--- config.mk ---
export PLATFORM = sky130hd
export DESIGN_NAME = fetch_ctrl
export DESIGN_NICKNAME = d
export VERILOG_FILES = /design/src/rtl/fetch_ctrl.sv
export SDC_FILE = /design/constraint.sdc
export NUM_CORES = 1
export LEC_CHECK = 0
export ABC_AREA = 1
export CORE_UTILIZATION = 39
export DETAILED_ROUTE_END_ITERATION = 8
export PLACE_DENSITY_LB_ADDON = 0.1
export SLEW_MARGIN = 15
export SYNTH_ARGS = -nofsm -noshare
export SYNTH_HDL_FRONTEND = slang
export SYNTH_SLANG_ARGS = --single-unit
--- constraint.sdc ---
create_clock -name clk -period 2.7 [get_ports clk]
set_clock_uncertainty 0.1 [all_clocks]
set_input_delay 0.54 -clock clk [delete_from_list [all_inputs] [get_ports clk]]
set_output_delay 0.54 -clock clk [all_outputs]
set_load 0.005 [all_outputs]
--- src/rtl/fetch_ctrl.sv ---
// Instruction fetch controller: drives the imem handshake, owns PCF and the IF/ID register.
// Optional ack-timeout/retry logic is enabled with `define FETCH_TIMEOUT_EN.
module fetch_ctrl #(
   parameter logic [31:0] RESET_PC       = 32'h00000000,
   parameter int          TIMEOUT_CYCLES = 16
) (
   input  logic        clk,
   input  logic        rst,
   input  logic        PCSrcE,
   input  logic [31:0] PCTargetE,
   input  logic        StallD,
   output logic        imem_req,
   output logic [31:0] imem_addr,
   input  logic        imem_ack,
   input  logic [31:0] imem_rdata,
   output logic [31:0] InstrD,
   output logic [31:0] PCD,
   output logic [31:0] PcPlus4D,
   output logic        ValidD,
   output logic        fetch_err
);

   localparam logic [31:0] NOP = 32'h00000013;

   typedef enum logic [1:0] {IDLE, FETCH, HOLD, DISCARD} state_t;

   state_t      state, stateNext;
   logic [31:0] pcF, pcNext, pcPlus4F;
   logic [31:0] pendPc, pendNext;
   logic [31:0] holdInstr, holdPc, holdPcPlus4;
   logic        doFlush, doCapture, doBubble, doHoldLoad, doHoldOut;
   logic        retry, ackEff;

   assign pcPlus4F  = pcF + 32'd4;
   assign imem_addr = pcF;
   // During a retry gap no request is outstanding, so any ack is not ours.
   assign ackEff    = imem_ack & ~retry;

`ifdef FETCH_TIMEOUT_EN
   localparam int CW = $clog2(TIMEOUT_CYCLES + 1);
   logic [CW-1:0] waitCnt;
   logic          waiting;

   assign waiting   = (state == FETCH || state == DISCARD) && !retry && !imem_ack;
   assign fetch_err = retry;

   always_ff @(posedge clk or negedge rst) begin
      if (!rst) begin
         waitCnt <= '0;
         retry   <= 1'b0;
      end else begin
         retry <= 1'b0;
         if (!waiting) begin
            waitCnt <= '0;
         end else if (waitCnt == CW'(TIMEOUT_CYCLES - 1)) begin
            waitCnt <= '0;
            retry   <= 1'b1;
         end else begin
            waitCnt <= waitCnt + CW'(1);
         end
      end
   end
`else
   assign retry     = 1'b0;
   assign fetch_err = 1'b0;
`endif

   always_ff @(posedge clk or negedge rst) begin
      if (!rst) state <= IDLE;
      else      state <= stateNext;
   end

   always_comb begin
      stateNext  = state;
      pcNext     = pcF;
      pendNext   = pendPc;
      doFlush    = 1'b0;
      doCapture  = 1'b0;
      doBubble   = 1'b0;
      doHoldLoad = 1'b0;
      doHoldOut  = 1'b0;
      imem_req   = 1'b0;
      case (state)
         IDLE: stateNext = FETCH;
         FETCH: begin
            imem_req = ~retry;
            if (PCSrcE) begin
               doFlush = 1'b1;
               // Nothing outstanding (word returned or retry gap): redirect at once.
               if (ackEff || retry) begin
                  pcNext = PCTargetE;
               end else begin
                  pendNext  = PCTargetE;
                  stateNext = DISCARD;
               end
            end else if (ackEff) begin
               pcNext = pcPlus4F;
               if (StallD) begin
                  doHoldLoad = 1'b1;
                  stateNext  = HOLD;
               end else begin
                  doCapture = 1'b1;
               end
            end else if (!StallD) begin
               doBubble = 1'b1;
            end
         end
         HOLD: begin
            if (PCSrcE) begin
               doFlush   = 1'b1;
               pcNext    = PCTargetE;
               stateNext = FETCH;
            end else if (!StallD) begin
               doHoldOut = 1'b1;
               stateNext = FETCH;
            end
         end
         DISCARD: begin
            imem_req = ~retry;
            if (PCSrcE) pendNext = PCTargetE;
            if (ackEff) begin
               pcNext    = PCSrcE ? PCTargetE : pendPc;
               stateNext = FETCH;
            end
         end
         default: stateNext = IDLE;
      endcase
   end

   always_ff @(posedge clk or negedge rst) begin
      if (!rst) begin
         pcF         <= RESET_PC;
         pendPc      <= '0;
         holdInstr   <= '0;
         holdPc      <= '0;
         holdPcPlus4 <= '0;
         InstrD      <= '0;
         PCD         <= '0;
         PcPlus4D    <= '0;
         ValidD      <= 1'b0;
      end else begin
         pcF    <= pcNext;
         pendPc <= pendNext;
         if (doHoldLoad) begin
            holdInstr   <= imem_rdata;
            holdPc      <= pcF;
            holdPcPlus4 <= pcPlus4F;
         end
         if (doFlush) begin
            InstrD   <= NOP;
            PCD      <= '0;
            PcPlus4D <= '0;
            ValidD   <= 1'b0;
         end else if (doCapture) begin
            InstrD   <= imem_rdata;
            PCD      <= pcF;
            PcPlus4D <= pcPlus4F;
            ValidD   <= 1'b1;
         end else if (doHoldOut) begin
            InstrD   <= holdInstr;
            PCD      <= holdPc;
            PcPlus4D <= holdPcPlus4;
            ValidD   <= 1'b1;
         end else if (doBubble) begin
            ValidD <= 1'b0;
         end
      end
   end

endmodule

==> run_results.csv, run 1 <==
group,metric,value,unit
status,outcome,"completed",
place,numPortBuffers,198,
place,dpl.hpwl,25.0,mm
cts,cts_tree,"done",
cts,clock_latency,0.57,ns
grt,grt.total_usage,22.3,%
timing,max_slew_margin,59.3,%
floorplanning,rows,66,
drt,drtAntennaViolNets,0,
cts,clockBufferDepth,3,
timing,min_period,2.56,ns
floorplanning,dieArea,33700,um^2
drt,drtIter0Drc,928,
power,p_leak,0.00756,uW
timing,tightest_slew,0.611,ns
place,gp_congestion,0.832,
cells_and_area,layout_common_cells,"444 x nand2_1, 362 x o21ai_0, 255 x dfrtp_1",
cells_and_area,final_cell_area,16300,um^2
timing,setup-tns-final,0,ns
logic_synthesis,synthAdderAreaFrac,0.389,%
floorplanning,start_util,39.6,%
floorplanning,die_x,184,um
logic_synthesis,avgSynthCellArea,7.66,um^2
cells_and_area,fin_util,50.3,%
cells_and_area,drive_above_1_share,6.61,%
worst_setup_path,crit_chain,"inv_1 > ha_2 > nor2_4 > inv_1 > clkdlybuf4s50_1",
cts,clock-root-buffer,"clkbuf_16",
worst_setup_path,cp_slowest_cell,"clkdlybuf4s50_1",
cells_and_area,nFillCells,3173,
timing,period_share,94.9,%
worst_setup_path,required,2.06,ns
grt,overflow,0,
drt,vias_per_cell,4.98,
floorplanning,fp.coreArea,32500,um^2
grt,antenna_found_initial,0,
logic_synthesis,synth_simple_gate_area_share,21.7,%
floorplanning,fp.dieH,184,um
timing,max_clock_freq,390,MHz
worst_setup_path,cp_max_fo,5,
drt,wl_per_cell,16.0,um
logic_synthesis,synth_top_family_by_area,"simple AND/OR/NAND/NOR gates",
power,power.density,1150,nW/um^2
grt,grt_pass1_wl,59.8,mm
timing,slew_viol_final,0,
worst_setup_path,critPathMostFrequentCell,"inv_1",
hold_path,hp-class,"flop to flop",
cts,cts_setup_buffers,0,
logic_synthesis,yosys.area.top_type,"dfrtp_1",
logic_synthesis,syn_nets,1753,
worst_setup_path,critical_path_class,"flop to primary output",
cells_and_area,antenna_cells,0,
drt,vias,11500,
cells_and_area,final_nets,1909,
cts,cts.sinks,255,
timing,rsz0062_at_grt,"false",
logic_synthesis,synth_area_leaders,"dfrtp_1 50%, o21ai_0 14%, nand2_1 13%",
cells_and_area,layout_commonest_cell,"nand2_1",
worst_setup_path,critPathArrivalTime,1.92,ns
logic_synthesis,ys_types,36,
hold_path,hold_depth,2,
cells_and_area,area_growth_syn_to_layout,27.0,%
logic_synthesis,synth_compound_area_share,18.2,%
logic_synthesis,yosysWarnings,0,
cts,clk_pin_slew,0.06,ns
run,max-cap-violations,0,
grt,grt.busiest_layer,"met1",
grt,grt_max_degree,108,
worst_setup_path,worstRegToRegCells,7,
logic_synthesis,netlist_instances,1680,
worst_setup_path,worstSetupEndpointType,"primary output",
grt,met1_usage,34.2,%
timing,hold_violations,0,
cts,numCtsBuffers,30,
floorplanning,num_io_pins,200,
drt,drt_first_pass_iters,5,
worst_setup_path,start_kind,"flop",
logic_synthesis,yosysTopAreaCellShare,49.6,%
power,ir_worst_vdd,0.000580,V
logic_synthesis,synth_xor_area_share,1.14,%
logic_synthesis,yosysSeqAreaShare,49.6,%
timing,worst_hold_slack,0.380,ns
grt,use_met2,32.9,%
logic_synthesis,ys_ff_latch,255,
cts,cts-htree-levels,1,
worst_setup_path,critPathMaxStageDelay,0.49,ns
drt,drc,0,
logic_synthesis,yosys-mux-area-fraction,0,%
timing,setup_viol,0,
grt,grt_util_met3,2.85,%
logic_synthesis,syn_area,12900,um^2
drt,totalWireLength,36.9,mm
place,dpl-instance-area,15300,um^2
grt,grt_pass1_vias,10900,
-- cells in the mapped netlist --
cell      count
buf_4        11
buf_2        34
o21a_1        1
a41oi_1       4
nor2_4        9
nor2_2        1
and2_1        9
buf_1        13
a31oi_1       4
nor3_1        1
conb_1        1
nand2_2       4
o21ai_0     363
a31o_2        1
xnor2_1       1
a211oi_1      1
nor2_1       97
clkbuf_8      1
o21ai_1      14
nand3_1     108
nor3_4        1
buf_6         3
a21oi_4       1
o22ai_1       2
inv_2         6
o211ai_1      1
xor2_1       12
clkbuf_1     48
a21oi_1      53
xor2_2        2
dfrtp_1     255
a32o_1        5
a22oi_1       2
ha_1          4
inv_1       162
nand2_1     445
-- critical path, delay by kind of cell (launching register included) --
kind | cells | cell delay [ns]
adder cells (fa/ha/maj) | 1 | 0.24
flip-flops | 1 | 0.42
AND/OR/NAND/NOR | 1 | 0.06
buffers and inverters | 3 | 0.63
-- final timing paths --
path,from,end,slack (ns)
max reg2reg,state[0],imem_addr[0],0.41
max in group asynchronous,rst,imem_addr[15],1.38
min reg2reg,holdPc[26],holdPc[26],0.38
max,state[1],imem_req,0.14
min,holdPc[26],holdPc[26],0.38
min in group asynchronous,rst,InstrD[25],0.43
-- flip-flops by register name, indices dropped and copies added (netlist names) --
signal       flops
InstrD          32
PCD             32
holdInstr       32
holdPc          32
imem_addr       32
pendPc          32
PcPlus4D        30
holdPcPlus4     30
state            2
ValidD           1
-- through the flow --
stage / instances / total power, uW / worst slack (ns)
after floorplan: 1680 / 11000 / 0.840
after CTS: 2302 / 19000 / 0.0401
after global placement: 2245 / 14600 / 0.315
after detailed placement: 2245 / 14800 / 0.292
after global routing: 2302 / 20400 / 0.0564
final: 2302 / 18800 / 0.137
-- layer usage --
| layer | part of all wire, % | vias to the layer above |
|---|---|---|
| met3 | 5.1 | 49 |
| met4 | 2.3 | 0 |
| met1 | 50 | 5342 |
| met2 | 43 | 310 |
| li1 | - | 5754 |
| met5 | 0 | - |
-- what timing repair did --
action	in CTS	in global routing
gates resized for setup	1	2
hold buffers	1	0
endpoints found under the hold margin	58	0
setup endpoints to repair	1	1
-- report_power, final --
part	switching (uW)	total, uW	internal [uW]
registers	1300	6880	5580
clock network	1690	4100	2410
logic	4430	7860	3420
-- cell type report --
cell class	instances	area [um^2]	share of cell area, %
multi-input cells	1147	5350	32.8
repair buffers	234	2390	14.6
well taps	442	553	3.39
clock buffers	42	896	5.48
inverters	168	631	3.86
flip-flops and latches	255	6380	39.1
clock inverters	14	129	0.789
-- cell families (layout without fill, tap and decap cells) --
group,after synthesis,after routing
other,1,1
AO/OA/AOI/OAI,452,452
flip-flops,255,255
buffers and inverters,278,458
AND/OR/NAND/NOR,675,675
XOR/XNOR,15,15
adder cells (fa/ha/maj),4,4
No activity file was read; power rests on OpenSTA's default activity.
==> inputs of run 2 (changes only) <==
- CORE_UTILIZATION: 39 -> 45
- clock period: 2.7 -> 2.6 ns (I/O delays scaled with it)
==> run 2 against run 1 <==
  * Combinational power grew 6.1%
  * Sequential cell count is the same
  * Sequential power grew 2%
  * Final area shrank 0.67%
  * Count of clock-buffer cells in the layout shrank 1
  * Critical path type unchanged
==> run_results.csv, run 2 (same netlist as run 1, synthesis figures left out) <==
group,metric,value,unit
status,outcome,"completed",
drt,vias,11600,
run,max-cap-violations,0,
power,total_power,19300,uW
floorplanning,fp.coreArea,27900,um^2
timing,hold_violations,0,
grt,grt_pass1_wl,58.4,mm
cells_and_area,fin_util,58.1,%
place,dp_slack,0.283,ns
worst_setup_path,worstSetupEndpointType,"primary output",
cells_and_area,multi_input_area,5360,um^2
grt,antenna_found_initial,0,
grt,grt.total_usage,25.1,%
timing,setup-tns-final,0,ns
grt,grt_max_degree,85,
place,dp.cells,2190,
cts,cts-htree-levels,1,
drt,wl_per_cell,16.0,um
drt,drt_first_pass_iters,5,
timing,tightest_slew,0.612,ns
cts,cts.sinks,255,
timing,max_clock_freq,396,MHz
cells_and_area,stdcell_count,2243,
drt,drtAntennaViolNets,0,
place,numPortBuffers,198,
place,gp_congestion,0.887,
worst_setup_path,start_kind,"flop",
worst_setup_path,cp_max_fo,4,
floorplanning,dieArea,29300,um^2
floorplanning,rows,61,
power,power.density,1190,nW/um^2
floorplanning,fp.dieH,171,um
cts,clock_latency,0.54,ns
cts,cts_tree,"done",
cells_and_area,nFillCells,2559,
timing,min_period,2.53,ns
timing,fin_ws,0.0745,ns
cells_and_area,layout_commonest_cell,"nand2_1",
power,ir_worst_vdd,0.000645,V
cells_and_area,seq_area,6380,um^2
cts,numCtsBuffers,29,
worst_setup_path,critical_path_class,"flop to primary output",
hold_path,hp-class,"flop to flop",
cells_and_area,antenna_cells,0,
timing,setup_viol,0,
cts,clk_pin_slew,0.06,ns
floorplanning,num_io_pins,200,
drt,drc,0,
power,p_leak,0.00755,uW
grt,grt_pass1_vias,10900,
drt,vias_per_cell,5.17,
timing,slew_viol_final,0,
cells_and_area,final_nets,1917,
place,dpl.hpwl,24.8,mm
grt,overflow,0,
worst_setup_path,required,1.98,ns
timing,period_share,97.1,%
cts,clock-root-buffer,"clkbuf_16",
cts,clockBufferDepth,3,
floorplanning,start_util,46.0,%
worst_setup_path,critPathArrivalTime,1.91,ns
timing,max_slew_margin,59.2,%
cells_and_area,drive_above_1_share,6.65,%
cells_and_area,layout_common_cells,"444 x nand2_1, 362 x o21ai_0, 255 x dfrtp_1",
cells_and_area,area_growth_syn_to_layout,26.1,%
cts,cts_setup_buffers,0,
drt,drtIter0Drc,823,
drt,totalWireLength,35.9,mm
floorplanning,die_x,171,um
[run 2: metrics by stage]
step	hold WS (ns)	cell area (um^2)
after floorplan	0.124	12900
after global placement	0.361	15300
after detailed placement	0.365	15300
after CTS	0.355	16200
after global routing	0.388	16200
final	0.377	16200
[run 2: area by class of cell]
class,instances,area share [%]
sequential,255,39.3
multi-input combinational,1147,33.1
timing repair buffer,243,15.2
clock buffer,41,5.12
inverter,168,3.89
tap,378,2.91
clock inverter,11,0.532
[run 2: path summary, 6_finish.rpt]
check	depth (start not counted)	slack (ns)	endpoint	start
worst max-delay path	4	0.07	imem_req	state[0]
worst min register to register	2	0.38	holdInstr[25]	holdInstr[25]
worst min-delay path	2	0.38	holdInstr[25]	holdInstr[25]
max in group asynchronous	3	1.19	PcPlus4D[30]	rst
min in group asynchronous	2	0.43	InstrD[25]	rst
worst max register to register	8	0.17	imem_addr[19]	state[0]
[run 2: critical path, stage by stage, from the launching register on]
cell and delay (ns):
dfrtp_1 0.46, ha_2 0.26, nor2_4 0.15, inv_1 0.06
clkdlybuf4s50_1 0.44
[run 2: timing repair]
item,in CTS,in global routing
hold endpoints to repair,60,0
setup endpoints to repair,1,1
resized for setup,2,2
hold buffers,1,0
[run 2: metal layers]
metal,share of wire (%),global-route usage [%]
met3,6.6,4.05
met2,44,37.8
met5,0,0
met1,47,37.2
met4,2.5,7.41
[run 2: power by group]
group / internal (uW) / switching [uW]
registers: 5800 / 1240
logic: 3650 / 4690
clock network: 2310 / 1630
total: 11800 / 7570
==> inputs of run 3 (changes only) <==
- PLACE_DENSITY: not set -> 0.67
- PLACE_DENSITY_LB_ADDON: 0.1 -> not set
==> run 3 against run 2 <==
  * Combinational power down 0.6%
  * Global-route usage down 0.50 points
  * First-iteration DRC count up 31%
  * Hold slack better by 0.0032 ns
  * Via count up 0.13%
  * Largest cell class unchanged
  * Highest routed layer unchanged
==> run_results.csv, run 3 (same netlist as run 1, synthesis figures left out) <==
group,metric,value,unit
status,outcome,"completed",
timing,tightest_slew,0.774,ns
power,p_sw_share,38.6,%
cts,clock_latency,0.54,ns
grt,grt_pass1_wl,57.3,mm
worst_setup_path,start_kind,"flop",
drt,drtAntennaViolNets,0,
worst_setup_path,required,1.98,ns
cells_and_area,drive_above_1_share,6.56,%
hold_path,hold_start,"holdInstr[27]",
drt,vias,11600,
timing,rsz0062_at_grt,"false",
grt,overflow,0,
grt,grt.total_usage,24.6,%
power,power.internal,12000,uW
cells_and_area,area_growth_syn_to_layout,26.8,%
worst_setup_path,rrSetupSlack,0.42,ns
power,power.density,1200,nW/um^2
timing,setup_viol,0,
timing,worst_hold_slack,0.380,ns
run,max-cap-violations,0,
grt,grt_max_degree,81,
timing,min_period,2.52,ns
timing,period_share,96.9,%
worst_setup_path,critPathMostFrequentCell,"inv_1",
hold_path,hp-class,"flop to flop",
cts,cts.sinks,255,
worst_setup_path,critPathMaxStageDelay,0.49,ns
cells_and_area,antenna_cells,0,
timing,hold_violations,0,
cts,cts-htree-levels,1,
place,numPortBuffers,198,
hold_path,hold_depth,2,
drt,totalWireLength,35.6,mm
drt,vias_per_cell,5.19,
timing,max_slew_margin,48.3,%
grt,antenna_found_initial,0,
cts,clk_pin_slew,0.05,ns
power,pwr-share-seq,36.1,%
floorplanning,rows,61,
worst_setup_path,worstRegToRegCells,7,
worst_setup_path,r2r_end,"InstrD[0]",
worst_setup_path,worst-path-buf-inv,3,
drt,wl_per_cell,15.9,um
cells_and_area,layout_common_cells,"444 x nand2_1, 362 x o21ai_0, 255 x dfrtp_1",
worst_setup_path,reg2reg_from,"state[0]",
power,p_leak,0.00759,uW
cts,numCtsBuffers,29,
power,p_sw,7580,uW
place,gp_congestion,0.858,
worst_setup_path,critPathArrivalTime,1.90,ns
worst_setup_path,cp_max_fo,5,
cts,clock-root-buffer,"clkbuf_16",
power,ir_worst_vdd,0.000593,V
worst_setup_path,critical_path_class,"flop to primary output",
floorplanning,start_util,46.0,%
drt,drc,0,
timing,slew_viol_final,0,
cells_and_area,fin_util,58.4,%
worst_setup_path,worstSetupEndpointType,"primary output",
cells_and_area,layout_commonest_cell,"nand2_1",
timing,max_clock_freq,397,MHz
cells_and_area,final_nets,1912,
hold_path,hold_end,"holdInstr[27]",
floorplanning,num_io_pins,200,
worst_setup_path,critical-path-top-delay-family,"buffers and inverters",
floorplanning,die_x,171,um
grt,grt_pass1_vias,10700,
worst_setup_path,cp_slowest_cell,"clkdlybuf4s50_1",
cts,clockBufferDepth,3,
timing,setup-tns-final,0,ns
drt,drt_first_pass_iters,5,
floorplanning,fp.dieH,171,um
floorplanning,fp.coreArea,27900,um^2
power,clkPwrFrac,21.7,%
place,dpl.hpwl,24.6,mm
worst_setup_path,crit_chain,"inv_1 > ha_2 > nor2_4 > inv_1 > clkdlybuf4s50_1",
floorplanning,dieArea,29300,um^2
power,comb_power_share,42.2,%
cts,cts_tree,"done",
drt,drtIter0Drc,1078,
run 3: cell types whose count changed in the layout (fill, tap and decap cells not counted), sizes merged:
cell,change
clkinvlp,-1
bufinv,+2
buf,-5
clkbuf,+2
clkinv,-2
run 3: how the worst max path moves through the flow:
stage	cells past startpoint	from	end
after global routing	5	state[1]	imem_req
after CTS	5	state[1]	imem_req
final	5	state[1]	imem_req
after detailed placement	8	imem_ack	InstrD[0]
after global placement	8	imem_ack	InstrD[4]
after floorplan	10	state[0]	imem_addr[21]
run 3: worst register-to-register path, stage by stage (launching register included):
cell and delay (ns):
dfrtp_1 0.40, inv_1 0.09, ha_1 0.30, nor2_1 0.07
inv_2 0.58, nand2_1 0.27, nor2_1 0.15, a41oi_1 0.05
run 3: what timing repair did:
| item | 4_1_cts | 5_1_grt |
|---|---|---|
| setup buffers | 0 | 0 |
| endpoints found under the hold margin | 56 | 0 |
| setup endpoints to repair | 1 | 1 |
| hold buffers | 1 | 0 |
| resized for setup | 2 | 1 |
run 3: per-stage QoR:
stage,power (uW),instances,cell area (um^2),worst slack [ns]
after CTS,19700,2239,16300,0.0238
after detailed placement,15400,2185,15300,0.275
after global placement,15100,2185,15300,0.311
after floorplan,11500,1680,12900,0.740
final,19600,2239,16300,0.0817
after global routing,21100,2239,16300,0.00717
run 3: power by group through the flow:
stage | Sequential, uW | Clock, uW | Combinational (uW)
6_report | 7080 | 4250 | 8290
5_1_grt | 7280 | 4480 | 9360
3_3_place_gp | 7070 | 0 | 8060
4_1_cts | 7070 | 4320 | 8310
3_5_place_dp | 7130 | 0 | 8240
2_1_floorplan | 6810 | 0 | 4660
run 3: area by class of cell:
cell class	count	area (um^2)
clock buffer	43	878
clock inverter	10	125
fill	2520	11600
inverter	168	631
multi-input combinational	1147	5350
sequential	255	6380
tap	378	473
timing repair buffer	238	2470
run 3: per-layer routing:
layer  part of all wire, %  wire length (um)  global-route usage (%)
met2                    44             15500                    37.0
met3                   7.0              2490                    3.47
met4                   1.9               691                    5.63
met5                     0                 0                       0
met1                    47             16900                    37.4
